**config.mk**
```make
export PLATFORM = sky130hd
export DESIGN_NAME = mem_stage_flat
export DESIGN_NICKNAME = d
export VERILOG_FILES = /design/src/rtl/mem_stage_if.sv /design/src/rtl/mem_stage.sv /design/src/flat_wrapper.sv
export SDC_FILE = /design/constraint.sdc
export NUM_CORES = 1
export LEC_CHECK = 0
export CAP_MARGIN = 5
export CORE_ASPECT_RATIO = 0.5
export CORE_MARGIN = 2
export CORE_UTILIZATION = 45
export DETAILED_ROUTE_END_ITERATION = 8
export PLACE_DENSITY = 0.9
export REMOVE_ABC_BUFFERS = 1
export SLEW_MARGIN = 20
export SYNTH_ARGS = -nofsm -noshare
export SYNTH_HDL_FRONTEND = slang
export SYNTH_SLANG_ARGS = --single-unit
```
**constraint.sdc**
```tcl
create_clock -name clk -period 2.18 [get_ports clk]
set_input_delay 0.436 -clock clk [delete_from_list [all_inputs] [get_ports clk]]
set_output_delay 0.436 -clock clk [all_outputs]
set_load 0.05 [all_outputs]
```
**src/rtl/mem_stage_if.sv**
```systemverilog
// Data-memory request/response port of the memory-access stage.
// The stage is the master; the data memory (or its model) is the slave.
interface mem_stage_if;
  logic        req;
  logic        we;
  logic [31:0] addr;
  logic [31:0] wdata;
  logic [3:0]  wstrb;
  logic [31:0] rdata;
  logic        ready;

  modport master (output req, we, addr, wdata, wstrb, input rdata, ready);
  modport slave  (input req, we, addr, wdata, wstrb, output rdata, ready);
endinterface

```
**src/rtl/mem_stage.sv**
```systemverilog
// RV32IM memory-access stage: byte/half/word loads and stores over a req/ready
// port, upstream stall while a transaction is open, registered MEM/WB outputs.
module mem_stage #(
  parameter int unsigned TIMEOUT_CYCLES = 255
) (
  input  logic               clk,
  input  logic               rst_n,
  input  logic               in_valid,
  input  logic               MemRead,
  input  logic               MemWrite,
  input  logic               RegWrite,
  input  logic [2:0]         funct3,
  input  logic [31:0]        alu_result,
  input  logic [31:0]        rs2_data,
  input  logic [4:0]         rd,
  output logic               stall,
  mem_stage_if.master        dmem,
  output logic               wb_valid,
  output logic               wb_RegWrite,
  output logic [4:0]         wb_rd,
  output logic [31:0]        wb_data,
  output logic [1:0]         wb_exc
);

  typedef enum logic {IDLE = 1'b0, WAIT = 1'b1} state_t;

  localparam logic [7:0] TIMEOUT_LIM = 8'(TIMEOUT_CYCLES);

  state_t      state, state_nxt;
  logic [7:0]  cnt;
  logic [2:0]  f3_p1;
  logic [1:0]  alo_p1;
  logic        rw_p1;
  logic        load_p1;
  logic [4:0]  rd_p1;
  logic        mem_op, illegal, misal, stall_raw;
  logic        accept, done_ok, done_to;
  logic [1:0]  exc_p0;

  function automatic logic [31:0] load_extract(input logic [31:0] data,
                                               input logic [2:0]  f3,
                                               input logic [1:0]  lo);
    logic [7:0]  b;
    logic [15:0] h;
    b = 8'(data >> {lo, 3'b000});
    h = 16'(data >> {lo[1], 4'b0000});
    case (f3)
      3'b000:  load_extract = {{24{b[7]}}, b};
      3'b001:  load_extract = {{16{h[15]}}, h};
      3'b100:  load_extract = {24'h0, b};
      3'b101:  load_extract = {16'h0, h};
      default: load_extract = data;
    endcase
  endfunction

  function automatic logic [3:0] store_strb(input logic       is_load,
                                            input logic [2:0] f3,
                                            input logic [1:0] lo);
    if (is_load)            store_strb = 4'b0000;
    else if (f3 == 3'b000)  store_strb = 4'b0001 << lo;
    else if (f3 == 3'b001)  store_strb = 4'b0011 << {lo[1], 1'b0};
    else                    store_strb = 4'b1111;
  endfunction

  function automatic logic [31:0] store_wdata(input logic [2:0]  f3,
                                              input logic [31:0] src);
    case (f3)
      3'b000:  store_wdata = {4{src[7:0]}};
      3'b001:  store_wdata = {2{src[15:0]}};
      default: store_wdata = src;
    endcase
  endfunction

  // Stage 0: classify the presented op; MemRead wins over MemWrite
  assign mem_op = in_valid & (MemRead | MemWrite);

  always_comb begin
    illegal = 1'b0;
    misal   = 1'b0;
    if (MemRead) illegal = !(funct3 inside {3'b000, 3'b001, 3'b010, 3'b100, 3'b101});
    else         illegal = !(funct3 inside {3'b000, 3'b001, 3'b010});
    if (funct3[1:0] == 2'b01)      misal = alu_result[0];
    else if (funct3[1:0] == 2'b10) misal = (alu_result[1:0] != 2'b00);
    if (illegal)    exc_p0 = 2'b11;
    else if (misal) exc_p0 = 2'b01;
    else            exc_p0 = 2'b00;
  end

  always_comb begin
    state_nxt = state;
    stall_raw = 1'b0;
    accept    = 1'b0;
    done_ok   = 1'b0;
    done_to   = 1'b0;
    case (state)
      IDLE: begin
        if (mem_op && exc_p0 == 2'b00) begin
          accept    = 1'b1;
          stall_raw = 1'b1;
          state_nxt = WAIT;
        end
      end
      WAIT: begin
        if (dmem.ready) begin
          done_ok   = 1'b1;
          state_nxt = IDLE;
        end else if (cnt >= TIMEOUT_LIM) begin
          done_to   = 1'b1;
          state_nxt = IDLE;
        end else begin
          stall_raw = 1'b1;
        end
      end
      default: state_nxt = IDLE;
    endcase
  end

  // While reset is held the inputs are ignored, so stall must read low too
  assign stall = stall_raw & rst_n;

  // Stage 1: request registers, latched op context and MEM/WB outputs
  always_ff @(posedge clk or negedge rst_n) begin
    if (!rst_n) begin
      state       <= IDLE;
      cnt         <= 8'h00;
      f3_p1       <= 3'b000;
      alo_p1      <= 2'b00;
      rw_p1       <= 1'b0;
      load_p1     <= 1'b0;
      rd_p1       <= 5'd0;
      dmem.req    <= 1'b0;
      dmem.we     <= 1'b0;
      dmem.addr   <= 32'h0;
      dmem.wdata  <= 32'h0;
      dmem.wstrb  <= 4'b0000;
      wb_valid    <= 1'b0;
      wb_RegWrite <= 1'b0;
      wb_rd       <= 5'd0;
      wb_data     <= 32'h0;
      wb_exc      <= 2'b00;
    end else begin
      state    <= state_nxt;
      wb_valid <= 1'b0;
      if (state == IDLE) begin
        if (accept) begin
          f3_p1      <= funct3;
          alo_p1     <= alu_result[1:0];
          rw_p1      <= RegWrite;
          load_p1    <= MemRead;
          rd_p1      <= rd;
          cnt        <= 8'h00;
          dmem.req   <= 1'b1;
          dmem.we    <= ~MemRead;
          dmem.addr  <= {alu_result[31:2], 2'b00};
          dmem.wdata <= store_wdata(funct3, rs2_data);
          dmem.wstrb <= store_strb(MemRead, funct3, alu_result[1:0]);
        end else if (mem_op) begin
          wb_valid    <= 1'b1;
          wb_RegWrite <= 1'b0;
          wb_rd       <= rd;
          wb_data     <= 32'h0;
          wb_exc      <= exc_p0;
        end else begin
          wb_valid    <= in_valid;
          wb_RegWrite <= RegWrite;
          wb_rd       <= rd;
          wb_data     <= alu_result;
          wb_exc      <= 2'b00;
        end
      end else if (done_ok) begin
        dmem.req    <= 1'b0;
        wb_valid    <= 1'b1;
        wb_RegWrite <= load_p1 & rw_p1;
        wb_rd       <= rd_p1;
        wb_data     <= load_p1 ? load_extract(dmem.rdata, f3_p1, alo_p1) : 32'h0;
        wb_exc      <= 2'b00;
      end else if (done_to) begin
        dmem.req    <= 1'b0;
        wb_valid    <= 1'b1;
        wb_RegWrite <= 1'b0;
        wb_rd       <= rd_p1;
        wb_data     <= 32'h0;
        wb_exc      <= 2'b10;
      end else if (cnt != 8'hFF) begin
        cnt <= cnt + 8'h01;
      end
    end
  end

endmodule

```
**src/flat_wrapper.sv**
```systemverilog
// flat-port wrapper written by rule: the top's interface ports become plain ports
module mem_stage_flat 
#(
  parameter int unsigned TIMEOUT_CYCLES = 255
)
  (clk, rst_n, in_valid, MemRead, MemWrite, RegWrite, funct3, alu_result, rs2_data, rd, stall, wb_valid, wb_RegWrite, wb_rd, wb_data, wb_exc, dmem_req, dmem_we, dmem_addr, dmem_wdata, dmem_wstrb, dmem_rdata, dmem_ready);
  mem_stage_if dmem_i ();
  input  logic clk;
  input  logic rst_n;
  input  logic in_valid;
  input  logic MemRead;
  input  logic MemWrite;
  input  logic RegWrite;
  input  logic [2:0] funct3;
  input  logic [31:0] alu_result;
  input  logic [31:0] rs2_data;
  input  logic [4:0] rd;
  output logic stall;
  output logic wb_valid;
  output logic wb_RegWrite;
  output logic [4:0] wb_rd;
  output logic [31:0] wb_data;
  output logic [1:0] wb_exc;
  output wire logic [$bits(dmem_i.req)-1:0] dmem_req;
  output wire logic [$bits(dmem_i.we)-1:0] dmem_we;
  output wire logic [$bits(dmem_i.addr)-1:0] dmem_addr;
  output wire logic [$bits(dmem_i.wdata)-1:0] dmem_wdata;
  output wire logic [$bits(dmem_i.wstrb)-1:0] dmem_wstrb;
  input wire logic [$bits(dmem_i.rdata)-1:0] dmem_rdata;
  input wire logic [$bits(dmem_i.ready)-1:0] dmem_ready;
  assign dmem_req = dmem_i.req;
  assign dmem_we = dmem_i.we;
  assign dmem_addr = dmem_i.addr;
  assign dmem_wdata = dmem_i.wdata;
  assign dmem_wstrb = dmem_i.wstrb;
  assign dmem_i.rdata = dmem_rdata;
  assign dmem_i.ready = dmem_ready;
  mem_stage #(.TIMEOUT_CYCLES(TIMEOUT_CYCLES)) u_core (.clk(clk), .rst_n(rst_n), .in_valid(in_valid), .MemRead(MemRead), .MemWrite(MemWrite), .RegWrite(RegWrite), .funct3(funct3), .alu_result(alu_result), .rs2_data(rs2_data), .rd(rd), .stall(stall), .dmem(dmem_i), .wb_valid(wb_valid), .wb_RegWrite(wb_RegWrite), .wb_rd(wb_rd), .wb_data(wb_data), .wb_exc(wb_exc));
endmodule
```
==> results of run 1 <==
[cells by family after synthesis]
logic type / after synthesis
AO/OA/AOI/OAI: 149
other: 1
AND/OR/NAND/NOR: 84
multiplexers: 113
flip-flops: 130
XOR/XNOR: 3
adder cells (fa/ha/maj): 1
buffers and inverters: 55
[area by class of cell]
class,instances,share of cell area
well taps,192,0.0250
repair buffers,269,0.275
inverters,17,0.00689
clock buffers,18,0.0456
multi-input cells,352,0.294
clock inverters,14,0.0159
flip-flops and latches,130,0.338
[power breakdown]
part	total, mW	switching, mW	internal [mW]
Combinational	4.59	2.85	1.74
Clock	2.91	1.18	1.73
Sequential	3.37	0.388	2.98
[through the flow]
step / setup slack, ps / hold WS, ps / util
after detailed placement: -269 / 484 / 0.654
after floorplan: -480 / 140 / -
final: -55.8 / 121 / 0.709
after CTS: -29.3 / 162 / 0.706
after global placement: -269 / 480 / 0.654
after global routing: -109 / 196 / 0.709
[sequential cells by signal, summed over array words and instances, names as in the netlist]
signal and flops:
u_core.dmem.wstrb 4, u_core.dmem.we 1, u_core.cnt 8, u_core.load_p1 1, u_core.wb_RegWrite 1, u_core.dmem.req 1, u_core.rd_p1 5, u_core.wb_rd 5
u_core.wb_valid 1, u_core.state 1, u_core.dmem.addr 30, u_core.alo_p1 2, u_core.rw_p1 1, u_core.dmem.wdata 32, u_core.f3_p1 3, u_core.wb_data 32
u_core.wb_exc 2
[worst paths after layout]
path	endpoint	slack (ps)	depth (start not counted)
setup / recovery	stall	-60	7
hold / removal	u_core.wb_data[21]	120	2
setup reg to reg	u_core.wb_data[9]	120	4
hold reg to reg	u_core.dmem.req	500	1
max in group asynchronous	u_core.dmem.wdata[7]	1520	2
min in group clk	u_core.dmem.req	500	1
[routing by layer]
layer  up-vias  wire length (µm)  global-route usage  part of all wire
li1       2496                 -                   -                 -
met1      2830              8160               0.326              0.38
met2       337             10500               0.504              0.49
met3       116              1290              0.0723             0.061
met4         0              1400               0.199             0.066
met5         -                 0                   0                 0
[cell usage in the layout (no fill, tap or decap), drive strengths merged, types with 5 or more instances in the layout]
master	instances
a21oi	26
nand3	6
nand2b	11
inv	22
clkbuf	18
mux2	90
nor2	36
dlygate4sd2	5
o22ai	8
dfrtp	130
clkdlybuf4s50	213
a32oi	8
o311ai	7
nor2b	10
mux2i	23
a221o	24
nand2	6
buf	51
a221oi	7
o21ai	53
[worst reg2reg max path: cells and delay by family (launching register included)]
kind	cells	cell delay, ps
compound gates	2	700
simple gates	2	650
flops	1	570
[repair_timing]
item,in CTS,in global routing
setup buffers,8,2
endpoints found under the setup margin,3,7
gates resized for setup,18,3
pin swaps,5,2
==> flow_summary.html, run 1 <==
<table>
<tr><th>Metric</th><th>Value</th></tr>
<tr><th colspan="2">Power</th></tr>
<tr><td>Largest voltage drop on the vdd net</td><td>0.541 mV</td></tr>
<tr><td>Cell Pwr Density</td><td>1130 nW/µm²</td></tr>
<tr><td>P_leak</td><td>4.02 nW</td></tr>
<tr><td>Power, Total</td><td>10.9 mW</td></tr>
<tr><th colspan="2">Synth</th></tr>
<tr><td>Proportion of synthesized flip-flops having asynchronous set or reset</td><td>1.00</td></tr>
<tr><td>Count of flip-flops with a built-in enable after synthesis</td><td>0</td></tr>
<tr><td>Number of synthesized register bits</td><td>130</td></tr>
<tr><td>Cell type contributing the most total cell area after synthesis</td><td>sky130_fd_sc_hd__dfrtp_1</td></tr>
<tr><td>Fraction of synthesized cell area taken by the top area cell type</td><td>0.517</td></tr>
<tr><td>Xor/xnor share of the synthesized area</td><td>0.00418</td></tr>
<tr><td>Main combinational cell family by area after synthesis</td><td>multiplexers</td></tr>
<tr><td>Most area-consuming cells after synthesis</td><td>sky130_fd_sc_hd__dfrtp_1, sky130_fd_sc_hd__mux2_2, sky130_fd_sc_hd__o21ai_0, sky130_fd_sc_hd__a221o_1, sky130_fd_sc_hd__mux2i_1</td></tr>
<tr><td>Proportion of synthesized area in mux cells</td><td>0.198</td></tr>
<tr><td>Adder and majority gate portion of the synthesized area</td><td>0.00199</td></tr>
<tr><td>Main synth FF type</td><td>sky130_fd_sc_hd__dfrtp_1</td></tr>
<tr><td>Distinct cell type count of the synthesized netlist</td><td>49</td></tr>
<tr><td>Most frequent cell after synthesis</td><td>sky130_fd_sc_hd__dfrtp_1</td></tr>
<tr><td>Synth Area in Compound Gates</td><td>0.164</td></tr>
<tr><td>Top post-synthesis cells by count</td><td>sky130_fd_sc_hd__dfrtp_1, sky130_fd_sc_hd__mux2_2, sky130_fd_sc_hd__o21ai_0</td></tr>
<tr><td>Simple-Gate Fraction of Synth Area</td><td>0.0676</td></tr>
<tr><td>Synth Instances</td><td>536</td></tr>
<tr><td>Sequential share of the synthesized area</td><td>0.517</td></tr>
<tr><td>Post-synth design cell area</td><td>6290 µm²</td></tr>
<tr><td>Per-instance average area after synthesis</td><td>11.7 µm²</td></tr>
<tr><td>Count of synthesis-stage warnings from yosys</td><td>0</td></tr>
<tr><th colspan="2">Timing</th></tr>
<tr><td>Setup repair after global routing missed its margin</td><td>true</td></tr>
<tr><td>Setup ws final</td><td>-55.8 ps</td></tr>
<tr><td>Share of the clock period used by the worst path</td><td>1.03</td></tr>
<tr><td>Final setup skew</td><td>8.33 ps</td></tr>
<tr><td>Post-layout minimum cycle time</td><td>2240 ps</td></tr>
<tr><td>Slew HR</td><td>0.527</td></tr>
<tr><td>Final count of hold timing violations</td><td>0</td></tr>
<tr><td>Slew at the pin closest to its max-slew limit</td><td>710 ps</td></tr>
<tr><td>Final-report max-slew violation count</td><td>0</td></tr>
<tr><td>Fmax</td><td>0.447 GHz</td></tr>
<tr><td>Count of endpoints failing setup in the final report</td><td>1</td></tr>
<tr><td>Sum of negative setup slack</td><td>-55.8 ps</td></tr>
<tr><th colspan="2">Clock tree</th></tr>
<tr><td>Longest Clk Path Bufs</td><td>2</td></tr>
<tr><td>Maximum level of the CTS H-tree</td><td>4</td></tr>
<tr><td>Total of hold buffers inserted after clock tree synthesis</td><td>0</td></tr>
<tr><td>Clock slew at reported path FFs</td><td>60 ps</td></tr>
<tr><td>Master cell of the clock root buffer</td><td>sky130_fd_sc_hd__clkbuf_16</td></tr>
<tr><td>Total CTS buffers</td><td>17</td></tr>
<tr><td>TritonCTS clock tree</td><td>built</td></tr>
<tr><td>Skew-Pair Late Insertion Delay</td><td>410 ps</td></tr>
<tr><td># clock sinks</td><td>130</td></tr>
<tr><th colspan="2">Drt</th></tr>
<tr><td>Via/cell ratio</td><td>5.83</td></tr>
<tr><td>DRC violation count after routing</td><td>0</td></tr>
<tr><td>Post-DR wirelength/cell</td><td>21.5 µm</td></tr>
<tr><td>Starting DRT DRC Count</td><td>563</td></tr>
<tr><td>Final routed wirelength across all metal layers</td><td>21300 µm</td></tr>
<tr><td>Count of antenna-violating nets left after detailed routing</td><td>0</td></tr>
<tr><td>Detailed-router iteration count before antenna repair</td><td>6</td></tr>
<tr><td>Via count</td><td>5779</td></tr>
<tr><th colspan="2">Min path</th></tr>
<tr><td>Class of the most critical hold timing path</td><td>input pin to asynchronous set/reset pin</td></tr>
<tr><th colspan="2">Cells and area</th></tr>
<tr><td>Final antenna diode count</td><td>0</td></tr>
<tr><td>Post-layout instance count excluding filler cells</td><td>992</td></tr>
<tr><td># fillers</td><td>876</td></tr>
<tr><td>Synthesis-to-layout area growth</td><td>53.0%</td></tr>
<tr><td>Area occupied by multi-input gates</td><td>2830 µm²</td></tr>
<tr><td>Final Instance Area</td><td>9630 µm²</td></tr>
<tr><td>Fraction of final layout cells sized beyond drive strength 1</td><td>0.243</td></tr>
<tr><td>Reg area</td><td>3250 µm²</td></tr>
<tr><td>Net total in the final layout</td><td>899</td></tr>
<tr><th colspan="2">Global routing</th></tr>
<tr><td>Maximum number of pins on one net before global-route repair</td><td>131</td></tr>
<tr><td>Number of antenna violations at the first check in global routing</td><td>0</td></tr>
<tr><td>Wire length of the first global-routing pass</td><td>33100 µm</td></tr>
<tr><td>Total grt overflow</td><td>0</td></tr>
<tr><td>GRT Overall Usage</td><td>0.291</td></tr>
<tr><td>Number of global-route vias before repair</td><td>6146</td></tr>
<tr><th colspan="2">Critical path</th></tr>
<tr><td>Kind of cell adding the most delay to the critical path</td><td>flip-flops</td></tr>
<tr><td>Category of the most critical setup path</td><td>register to output pin</td></tr>
<tr><td>Chain of cells forming the critical path</td><td>ha_4, nand3_4, o21a_1, a21oi_4, inv_4, and2_4, buf_8</td></tr>
<tr><td>Required time of the critical path</td><td>1740 ps</td></tr>
<tr><td>Startpoint of the worst-slack reg-to-reg timing path</td><td>u_core.f3_p1[0]</td></tr>
<tr><td>Max incr delay on CP</td><td>400 ps</td></tr>
<tr><td>Origin of the worst setup path</td><td>u_core.cnt[1]</td></tr>
<tr><td>Worst EP arrival</td><td>1800 ps</td></tr>
<tr><td>Slowest CP cell</td><td>sky130_fd_sc_hd__dfrtp_1</td></tr>
<tr><td>Highest fanout seen on the critical path</td><td>3</td></tr>
<tr><td>Startpoint class of the critical path</td><td>register</td></tr>
<tr><td>Buffer and inverter count on the worst path</td><td>2</td></tr>
<tr><td>Endpoint kind of the worst setup timing path</td><td>output pin</td></tr>
<tr><th colspan="2">Job</th></tr>
<tr><td>Max Cap Violations</td><td>0</td></tr>
<tr><th colspan="2">Die</th></tr>
<tr><td>Width of the chip</td><td>171 µm</td></tr>
<tr><td>I/O pin cnt</td><td>223</td></tr>
<tr><td>Die span in y</td><td>87.6 µm</td></tr>
<tr><td>Die Outline Area</td><td>15000 µm²</td></tr>
<tr><td>Cell Rows</td><td>30</td></tr>
<tr><td>Effective utilization at floorplan</td><td>0.463</td></tr>
<tr><td>Total core area</td><td>13600 µm²</td></tr>
<tr><th colspan="2">Placed design</th></tr>
<tr><td>Placement Cell Area</td><td>8890 µm²</td></tr>
<tr><td>Routability congestion estimate</td><td>0.838</td></tr>
<tr><td>HPWL after DPL</td><td>13600 µm</td></tr>
<tr><td>Number of buffers added on ports</td><td>220</td></tr>
<tr><td>Placed Cells incl. Taps</td><td>950</td></tr>
<tr><th colspan="2">Outcome</th></tr>
<tr><td>Violated checks</td><td>setup timing</td></tr>
<tr><td>Run status</td><td>finished with violations</td></tr>
</table>
(Power assumes the default switching activity.)
==> inputs of run 2 (changes only) <==
--- a/config.mk
+++ b/config.mk
@@ -8,9 +8,10 @@
 export CAP_MARGIN = 5
 export CORE_ASPECT_RATIO = 0.5
 export CORE_MARGIN = 2
-export CORE_UTILIZATION = 45
+export CORE_UTILIZATION = 47
+export CTS_BUF_LIST = sky130_fd_sc_hd__clkbuf_2
 export DETAILED_ROUTE_END_ITERATION = 8
-export PLACE_DENSITY = 0.9
+export PLACE_DENSITY = 0.83
 export REMOVE_ABC_BUFFERS = 1
 export SLEW_MARGIN = 20
 export SYNTH_ARGS = -nofsm -noshare
==> run 2 against run 1 <==
  * The flow still finishes with violations (setup timing)
  * Critical endpoint unchanged
  * Count of clock-buffer cells in the layout rose by 2
  * Hold slack gained 270 ps
  * Via count fell by 5.1%
  * Global-route usage decreased by 3.2 points
  * Clock skew rose by 35 ps
  * Critical path depth did not move
  * Combinational power fell by 8.9%
==> flow_summary.html, run 2 (synthesis gave the netlist of run 1 again) <==
<table>
<tr><th>Metric</th><th>Value</th></tr>
<tr><th colspan="2">Clock tree</th></tr>
<tr><td>Clock slew at reported path FFs</td><td>190 ps</td></tr>
<tr><td>TritonCTS clock tree</td><td>built</td></tr>
<tr><td>Maximum level of the CTS H-tree</td><td>4</td></tr>
<tr><td>Skew-Pair Late Insertion Delay</td><td>670 ps</td></tr>
<tr><td>Longest Clk Path Bufs</td><td>2</td></tr>
<tr><td>Total CTS buffers</td><td>17</td></tr>
<tr><td># clock sinks</td><td>130</td></tr>
<tr><td>Master cell of the clock root buffer</td><td>sky130_fd_sc_hd__clkbuf_2</td></tr>
<tr><th colspan="2">Timing</th></tr>
<tr><td>Count of endpoints failing setup in the final report</td><td>1</td></tr>
<tr><td>Slew at the pin closest to its max-slew limit</td><td>723 ps</td></tr>
<tr><td>Final-report max-slew violation count</td><td>0</td></tr>
<tr><td>Slew HR</td><td>0.517</td></tr>
<tr><td>Share of the clock period used by the worst path</td><td>1.15</td></tr>
<tr><td>Final count of hold timing violations</td><td>0</td></tr>
<tr><td>Setup ws final</td><td>-319 ps</td></tr>
<tr><td>Setup repair after global routing missed its margin</td><td>true</td></tr>
<tr><td>Final setup skew</td><td>43.7 ps</td></tr>
<tr><td>Post-layout minimum cycle time</td><td>2500 ps</td></tr>
<tr><td>Fmax</td><td>0.400 GHz</td></tr>
<tr><td>Sum of negative setup slack</td><td>-319 ps</td></tr>
<tr><th colspan="2">Outcome</th></tr>
<tr><td>Run status</td><td>finished with violations</td></tr>
<tr><td>Violated checks</td><td>setup timing</td></tr>
<tr><th colspan="2">Power</th></tr>
<tr><td>P_leak</td><td>4.08 nW</td></tr>
<tr><td>Power, Total</td><td>8.78 mW</td></tr>
<tr><td>Largest voltage drop on the vdd net</td><td>0.510 mV</td></tr>
<tr><td>Cell Pwr Density</td><td>967 nW/µm²</td></tr>
<tr><th colspan="2">Global routing</th></tr>
<tr><td>Total grt overflow</td><td>0</td></tr>
<tr><td>Wire length of the first global-routing pass</td><td>29200 µm</td></tr>
<tr><td>GRT Overall Usage</td><td>0.259</td></tr>
<tr><td>Number of antenna violations at the first check in global routing</td><td>0</td></tr>
<tr><td>Maximum number of pins on one net before global-route repair</td><td>131</td></tr>
<tr><td>Number of global-route vias before repair</td><td>5634</td></tr>
<tr><th colspan="2">Placed design</th></tr>
<tr><td>Routability congestion estimate</td><td>0.792</td></tr>
<tr><td>Number of buffers added on ports</td><td>220</td></tr>
<tr><td>HPWL after DPL</td><td>13300 µm</td></tr>
<tr><th colspan="2">Critical path</th></tr>
<tr><td>Reg-to-reg slack, setup</td><td>220 ps</td></tr>
<tr><td>Highest fanout seen on the critical path</td><td>2</td></tr>
<tr><td>Endpoint kind of the worst setup timing path</td><td>output pin</td></tr>
<tr><td>Worst EP arrival</td><td>2060 ps</td></tr>
<tr><td>Startpoint class of the critical path</td><td>register</td></tr>
<tr><td>Category of the most critical setup path</td><td>register to output pin</td></tr>
<tr><td>Required time of the critical path</td><td>1740 ps</td></tr>
<tr><th colspan="2">Drt</th></tr>
<tr><td>Starting DRT DRC Count</td><td>429</td></tr>
<tr><td>Final routed wirelength across all metal layers</td><td>18400 µm</td></tr>
<tr><td>DRC violation count after routing</td><td>0</td></tr>
<tr><td>Via count</td><td>5483</td></tr>
<tr><td>Via/cell ratio</td><td>5.65</td></tr>
<tr><td>Count of antenna-violating nets left after detailed routing</td><td>0</td></tr>
<tr><td>Detailed-router iteration count before antenna repair</td><td>5</td></tr>
<tr><td>Post-DR wirelength/cell</td><td>18.9 µm</td></tr>
<tr><th colspan="2">Cells and area</th></tr>
<tr><td># fillers</td><td>978</td></tr>
<tr><td>Most used cells in the layout excluding fill and tap cells</td><td>sky130_fd_sc_hd__dfrtp_1, sky130_fd_sc_hd__clkdlybuf4s50_1, sky130_fd_sc_hd__dlygate4sd2_1</td></tr>
<tr><td>Synthesis-to-layout area growth</td><td>44.4%</td></tr>
<tr><td>Fraction of final layout cells sized beyond drive strength 1</td><td>0.232</td></tr>
<tr><td>Registers with the most flip-flops</td><td>u_core.dmem.wdata x32, u_core.wb_data x32, u_core.dmem.addr x30</td></tr>
<tr><td>Net total in the final layout</td><td>900</td></tr>
<tr><td>Most common cell after layout, fill and taps aside</td><td>sky130_fd_sc_hd__dfrtp_1</td></tr>
<tr><td>Final antenna diode count</td><td>0</td></tr>
<tr><th colspan="2">Die</th></tr>
<tr><td>Total core area</td><td>12900 µm²</td></tr>
<tr><td>Effective utilization at floorplan</td><td>0.488</td></tr>
<tr><td>Die Outline Area</td><td>14400 µm²</td></tr>
<tr><td>Cell Rows</td><td>29</td></tr>
<tr><td>I/O pin cnt</td><td>223</td></tr>
<tr><td>Die span in y</td><td>85.8 µm</td></tr>
<tr><td>Width of the chip</td><td>168 µm</td></tr>
<tr><th colspan="2">Job</th></tr>
<tr><td>Max Cap Violations</td><td>0</td></tr>
<tr><th colspan="2">Min path</th></tr>
<tr><td>Class of the most critical hold timing path</td><td>input pin to register</td></tr>
</table>
[run 2: repair_timing]
item / 4_1_cts / 5_1_grt
endpoints found under the hold margin: 130 / 0
resized for setup: 112 / 4
pin swaps: 3 / 2
setup endpoints to repair: 110 / 1
hold buffers: 1 / 0
setup buffers: 7 / 2
[run 2: metrics by stage]
stage	hold slack, ps	instance area [µm²]	utilization	cells	setup WS (ps)
final	388	9080	0.705	971	-319
after global routing	342	9080	0.705	971	-447
after CTS	318	9030	0.701	969	-374
after detailed placement	483	8910	0.691	929	-211
after global placement	477	8910	0.691	929	-185
after floorplan	140	6070	-	499	-480
[run 2: final timing paths]
path / startpoint / to / cells past startpoint
min in group asynchronous: rst_n / u_core.dmem.we / 3
max in group asynchronous: rst_n / u_core.wb_data[7] / 3
worst max register to register: u_core.f3_p1[0] / u_core.wb_data[1] / 5
worst max-delay path: u_core.cnt[0] / stall / 7
worst min-delay path: alu_result[4] / u_core.wb_data[4] / 2
worst min register to register: u_core.dmem.req / u_core.dmem.req / 1
[run 2: cell type report]
| cell class | instances | area [µm²] | share of cell area |
|---|---|---|---|
| inverter | 17 | 66.3 | 0.00730 |
| multi-input combinational | 352 | 2800 | 0.309 |
| timing repair buffer | 270 | 2550 | 0.281 |
| sequential | 130 | 3250 | 0.358 |
| clock buffer | 20 | 100 | 0.0110 |
| tap | 170 | 213 | 0.0234 |
| clock inverter | 12 | 92.6 | 0.0102 |
[run 2: report_power, final]
part           switching, mW  internal [mW]  total [mW]
Clock                  0.907          0.404        1.31
Combinational           2.78           1.41        4.18
Sequential             0.324           2.97        3.29
[run 2: per-layer routing]
layer	global-route usage	part of all wire	vias to the layer above
li1	-	-	2502
met1	0.323	0.43	2743
met2	0.453	0.49	206
met3	0.0618	0.056	32
met4	0.0846	0.021	0
met5	0	0	-
[run 2: critical path, cell delays in order, from the launching register on]
cell and delay [ps]:
sky130_fd_sc_hd__dfrtp_1 430, sky130_fd_sc_hd__ha_4 170, sky130_fd_sc_hd__nand3_4 90, sky130_fd_sc_hd__o21a_4 250, sky130_fd_sc_hd__a21oi_4 140, sky130_fd_sc_hd__inv_4 40
sky130_fd_sc_hd__and2_4 140, sky130_fd_sc_hd__buf_12 140
